$ cat src/rtl/pc_fetch_unit.sv
// Program counter and instruction-fetch sequencer with a small instruction queue toward decode.
// Optional macro FETCH_MISALIGN_CHK_EN adds a sticky misaligned-redirect error output.
module pc_fetch_unit #(
   parameter int               XLEN     = 32,
   parameter logic [XLEN-1:0]  RESET_PC = '0,
   parameter int               QDEPTH   = 2
) (
   input  logic            clk,
   input  logic            rst,
   output logic            imem_req_valid,
   input  logic            imem_req_ready,
   output logic [XLEN-1:0] imem_req_addr,
   input  logic            imem_rsp_valid,
   input  logic [XLEN-1:0] imem_rsp_data,
   input  logic            redirect_valid,
   input  logic [XLEN-1:0] redirect_pc,
   output logic            out_valid,
   input  logic            out_ready,
   output logic [XLEN-1:0] out_instr,
   output logic [XLEN-1:0] out_pc
`ifdef FETCH_MISALIGN_CHK_EN
   ,
   output logic            misalign_err
`endif
);

   localparam int PW = $clog2(QDEPTH);
   localparam int CW = PW + 1;

   typedef enum logic [1:0] {
      ST_REQ,
      ST_WAIT,
      ST_DROP
   } state_t;

   state_t          state_q, state_d;
   logic [XLEN-1:0] pc_q, pc_d;
   logic [XLEN-1:0] req_pc_q, req_pc_d;
   logic [CW-1:0]   count_q, count_d;
   logic [PW-1:0]   wr_ptr_q, wr_ptr_d;
   logic [PW-1:0]   rd_ptr_q, rd_ptr_d;
   logic [XLEN-1:0] instr_mem_q [QDEPTH];
   logic [XLEN-1:0] instr_mem_d [QDEPTH];
   logic [XLEN-1:0] pc_mem_q    [QDEPTH];
   logic [XLEN-1:0] pc_mem_d    [QDEPTH];

   logic redir_take;
   logic credit;
   logic req_valid;
   logic req_fire;
   logic push;
   logic pop;
   logic queue_valid;

`ifdef FETCH_MISALIGN_CHK_EN
   logic misalign_q, misalign_d;
   // Misaligned targets are reported and otherwise ignored, leaving fetch undisturbed.
   assign redir_take = redirect_valid && (redirect_pc[1:0] == 2'b00);
   assign misalign_err = misalign_q;
`else
   logic unused_redirect_lsbs;
   assign redir_take = redirect_valid;
   assign unused_redirect_lsbs = ^redirect_pc[1:0];
`endif

   // Outstanding requests count against the queue so a response always has a slot.
   assign credit      = (count_q < CW'(QDEPTH));
   assign req_valid   = !rst && (state_q == ST_REQ) && credit;
   assign req_fire    = req_valid && imem_req_ready;
   assign queue_valid = !rst && (count_q != '0);
   assign push        = (state_q == ST_WAIT) && imem_rsp_valid && !redir_take;
   assign pop         = queue_valid && out_ready && !redir_take;

   assign imem_req_valid = req_valid;
   assign imem_req_addr  = rst ? RESET_PC : pc_q;
   assign out_valid      = queue_valid;
   assign out_instr      = instr_mem_q[rd_ptr_q];
   assign out_pc         = pc_mem_q[rd_ptr_q];

   always_comb begin
      state_d     = state_q;
      pc_d        = pc_q;
      req_pc_d    = req_pc_q;
      count_d     = count_q;
      wr_ptr_d    = wr_ptr_q;
      rd_ptr_d    = rd_ptr_q;
      instr_mem_d = instr_mem_q;
      pc_mem_d    = pc_mem_q;
`ifdef FETCH_MISALIGN_CHK_EN
      misalign_d  = misalign_q;
      if (redirect_valid && (redirect_pc[1:0] != 2'b00)) begin
         misalign_d = 1'b1;
      end
`endif

      if (redir_take) begin
         // A request still in flight must be drained in DROP before fetching again.
         pc_d     = {redirect_pc[XLEN-1:2], 2'b00};
         count_d  = '0;
         wr_ptr_d = '0;
         rd_ptr_d = '0;
         if (state_q == ST_REQ) begin
            state_d = req_fire ? ST_DROP : ST_REQ;
         end else begin
            state_d = imem_rsp_valid ? ST_REQ : ST_DROP;
         end
      end else begin
         case (state_q)
            ST_REQ: begin
               if (req_fire) begin
                  req_pc_d = pc_q;
                  pc_d     = pc_q + XLEN'(4);
                  state_d  = ST_WAIT;
               end
            end
            ST_WAIT: begin
               if (imem_rsp_valid) begin
                  state_d = ST_REQ;
               end
            end
            ST_DROP: begin
               if (imem_rsp_valid) begin
                  state_d = ST_REQ;
               end
            end
            default: state_d = ST_REQ;
         endcase

         if (push) begin
            instr_mem_d[wr_ptr_q] = imem_rsp_data;
            pc_mem_d[wr_ptr_q]    = req_pc_q;
            wr_ptr_d              = wr_ptr_q + PW'(1);
         end
         if (pop) begin
            rd_ptr_d = rd_ptr_q + PW'(1);
         end
         case ({push, pop})
            2'b10:   count_d = count_q + CW'(1);
            2'b01:   count_d = count_q - CW'(1);
            default: count_d = count_q;
         endcase
      end
   end

   always_ff @(posedge clk) begin
      if (rst) begin
         state_q     <= ST_REQ;
         pc_q        <= RESET_PC;
         req_pc_q    <= RESET_PC;
         count_q     <= '0;
         wr_ptr_q    <= '0;
         rd_ptr_q    <= '0;
         instr_mem_q <= '{default: '0};
         pc_mem_q    <= '{default: '0};
`ifdef FETCH_MISALIGN_CHK_EN
         misalign_q  <= 1'b0;
`endif
      end else begin
         state_q     <= state_d;
         pc_q        <= pc_d;
         req_pc_q    <= req_pc_d;
         count_q     <= count_d;
         wr_ptr_q    <= wr_ptr_d;
         rd_ptr_q    <= rd_ptr_d;
         instr_mem_q <= instr_mem_d;
         pc_mem_q    <= pc_mem_d;
`ifdef FETCH_MISALIGN_CHK_EN
         misalign_q  <= misalign_d;
`endif
      end
   end

   // The credit rule should make overflow unreachable; catch it if that ever breaks.
   always_ff @(posedge clk) begin
      if (!rst) begin
         assert (!(push && !pop && (count_q == CW'(QDEPTH))))
            else $error("pc_fetch_unit: push into full instruction queue");
      end
   end

endmodule
$ cat config.mk
export PLATFORM = sky130hd
export DESIGN_NAME = pc_fetch_unit
export DESIGN_NICKNAME = d
export VERILOG_FILES = /design/src/rtl/pc_fetch_unit.sv
export SDC_FILE = /design/constraint.sdc
export NUM_CORES = 1
export LEC_CHECK = 0
export CORE_MARGIN = 2
export CORE_UTILIZATION = 56
export CTS_CLUSTER_DIAMETER = 200
export DETAILED_ROUTE_END_ITERATION = 12
export HOLD_SLACK_MARGIN = 0.02
export PLACE_DENSITY_LB_ADDON = 0.15
export SYNTH_ARGS = -nofsm -noshare
export SYNTH_HDL_FRONTEND = slang
export SYNTH_SLANG_ARGS = --single-unit
$ cat constraint.sdc
create_clock -name clk -period 4.3 [get_ports clk]
set_input_delay 1.29 -clock clk [delete_from_list [all_inputs] [get_ports clk]]
set_output_delay 1.29 -clock clk [all_outputs]
set_load 0.05 [all_outputs]
==> flow_summary.yaml <==
logic_synthesis:
  postSynthRegisterBits: 190
  yosysSeqAreaShare_pct: 45.9
  yosysMostFrequentCell: "nand2_1"
  synthTopCellsByCount: "322 x nand2_1, 190 x dfxtp_1, 160 x a21oi_1, 75 x clkbuf_1, 62 x mux2_2"
  synth.top_cells.by_area: "dfxtp_1 46%, nand2_1 15%, a21oi_1 9.7%"
  synth_cell_types: 42
  synth-edff-count: 0
  avgSynthCellArea_um2: 7.96
  ys.flop_type: "dfxtp_1"
  synth_top_cell_area_share_pct: 45.9
  syn_area_um2: 8280
  syn_inst: 1040
  yosysTopAreaCell: "dfxtp_1"
  ys_async_sr_fraction_pct: 0
  ys_warn_count: 0
clock_network:
  postCtsSetupBuffers: 0
  cts_buffer_depth: 2
  cts-root-buf: "clkbuf_16"
  clkSlewWorstSetupHoldPaths_ps: 70
  htreeDepth: 4
  cts_resized: 0
  clk_latency_ps: 430
  cts_tree: "done"
  clock-sinks: 190
  numCtsBuffers: 17
  cts_hold_buf: 0
timing:
  relSlewSlack_pct: 51.9
  finalMaxSlewViolations: 0
  finalSetupTns_ps: 0
  setup_viol: 0
  rsz0062_at_grt: "no"
  min_period_over_period_pct: 87.6
  worst_pin_slew_ps: 722
  fin_crit_ps: 3770
  fmax_ghz: 0.266
  hold_viol: 0
  fin_skew_ps: 8.73
die:
  initial_core_util_pct: 57.2
  rows: 44
  die_h_um: 126
  coreArea_um2: 14500
  die_w_um: 126
  fp.dieArea_um2: 15800
  num_io_pins: 168
global_routing:
  grt_pass1_vias: 6999
  antenna_found_initial: 0
  track_usage_pct: 26.3
  gr-total-overflow: 0
  grt_first_pass_wirelength_mm: 34.2
  grt_max_degree: 74
placed_design:
  gp_congestion: 0.851
  portBuffers: 161
  detailed_place_hpwl_mm: 13.2
setup_path:
  critPathBufInv: 2
  crit_family: "buffers and inverters"
  crit_required_ps: 3010
  cp-start-kind: "input pin"
  crit_chain: "buf_6, nor2b_1, clkdlybuf4s50_1"
  critPathSlowestCell: "clkdlybuf4s50_1"
  endpoint_kind: "output pin"
  slowest_delay_ps: 820
  crit_path_max_fanout: 46
  worstSetupPathType: "input pin to output pin"
  critPathArrivalTime_ps: 2480
cells_and_area:
  num_antenna_cells: 0
  fin_nets: 1229
  final_util_pct: 72.7
  drive_above_1_share_pct: 11.7
  area.growth.synth_to_final_pct: 27.1
status:
  outcome: "finished, final reports clean"
detailed_routing:
  ant_nets: 0
  route.detailed.drc: 0
  wl_per_cell_um: 15.5
  firstDrtPassIters: 5
  num_vias: 7503
  drt-total-wl_mm: 21.0
  first_iter_violations: 518
  viasPerCell: 5.55
power_and_ir_drop:
  vdd_drop_max_mv: 0.259
  leakagePower_nw: 3.51
  p_per_area_nw_per_um2: 347
min_path:
  hold_class: "flip-flop to flip-flop"
run:
  drv_cap: 0
area by class of cell:
class                           count  area, µm²
Sequential cell                   190       3800
Clock buffer                       18        439
Multi-Input combinational cell    756       4100
Timing Repair Buffer              179       1780
Clock inverter                     14        135
Tap cell                          184        230
Fill cell                        1175       3950
Inverter                           11       41.3
where the power goes:
group / total, W / switching [W] / internal, W
sequential: 0.00183 / 0.0000420 / 0.00179
clock: 0.00152 / 0.000699 / 0.000824
combinational: 0.000306 / 0.000178 / 0.000128
total: 0.00366 / 0.000919 / 0.00274
path summary, 6_finish.rpt:
check | start | to | slack [ps] | depth (start not counted)
worst max-delay path | rst | imem_req_addr[11] | 530 | 3
worst min-delay path | pc_mem_q[52] | pc_mem_q[52] | 450 | 2
worst max register to register | state_q[1] | pc_q[20] | 1660 | 6
worst min register to register | pc_mem_q[52] | pc_mem_q[52] | 450 | 2
metrics by stage:
stage / hold WS (ps) / setup slack (ps) / power, W / instance area, µm² / instances
2_1_floorplan: 433 / 186 / 0.00203 / 8290 / 1043
3_3_place_gp: 439 / 573 / 0.00217 / 9950 / 1320
3_5_place_dp: 444 / 537 / 0.00217 / 9950 / 1320
4_1_cts: 454 / 532 / 0.00368 / 10500 / 1352
5_1_grt: 475 / 473 / 0.00378 / 10500 / 1352
6_report: 451 / 535 / 0.00366 / 10500 / 1352
tightest hold or removal path, stage by stage (launching register included):
cell     delay, ps
dfxtp_1        310
nand2_1         50
a21oi_1         50
layout by cell type (no fill, tap or decap), types with 17 or more instances in the layout:
cell type and n:
nand2_1 322, mux2_2 62, clkbuf_16 17, nor2_1 43
clkdlybuf4s50_1 151, dfxtp_1 189, nor2b_1 25, buf_4 23
a21oi_1 160, a311oi_1 17
registers in the layout, indices dropped and copies added, names as in the netlist:
name	cells
pc_q	30
req_pc_q	30
state_q	2
rd_ptr_q	1
instr_mem_q	64
wr_ptr_q	1
count_q	2
pc_mem_q	60
cell families after synthesis:
group / synth area share [%]
and+or+nand+nor: 23.8
AOI/OAI and AO/OA: 15.0
DFF: 45.9
buffers and inverters: 4.94
muxes: 8.43
xor gates and xnor gates: 1.27
adders and majority gates: 0.604
other: 0.0453
routing by layer:
metal,GRT usage (%),vias to the layer above,routed length [µm]
li1,-,3730,-
met1,34.3,3481,9090
met2,43.2,253,9960
met3,5.44,39,1420
met4,10.3,0,510
met5,0,-,0
No activity file was read; power rests on OpenSTA's default activity.
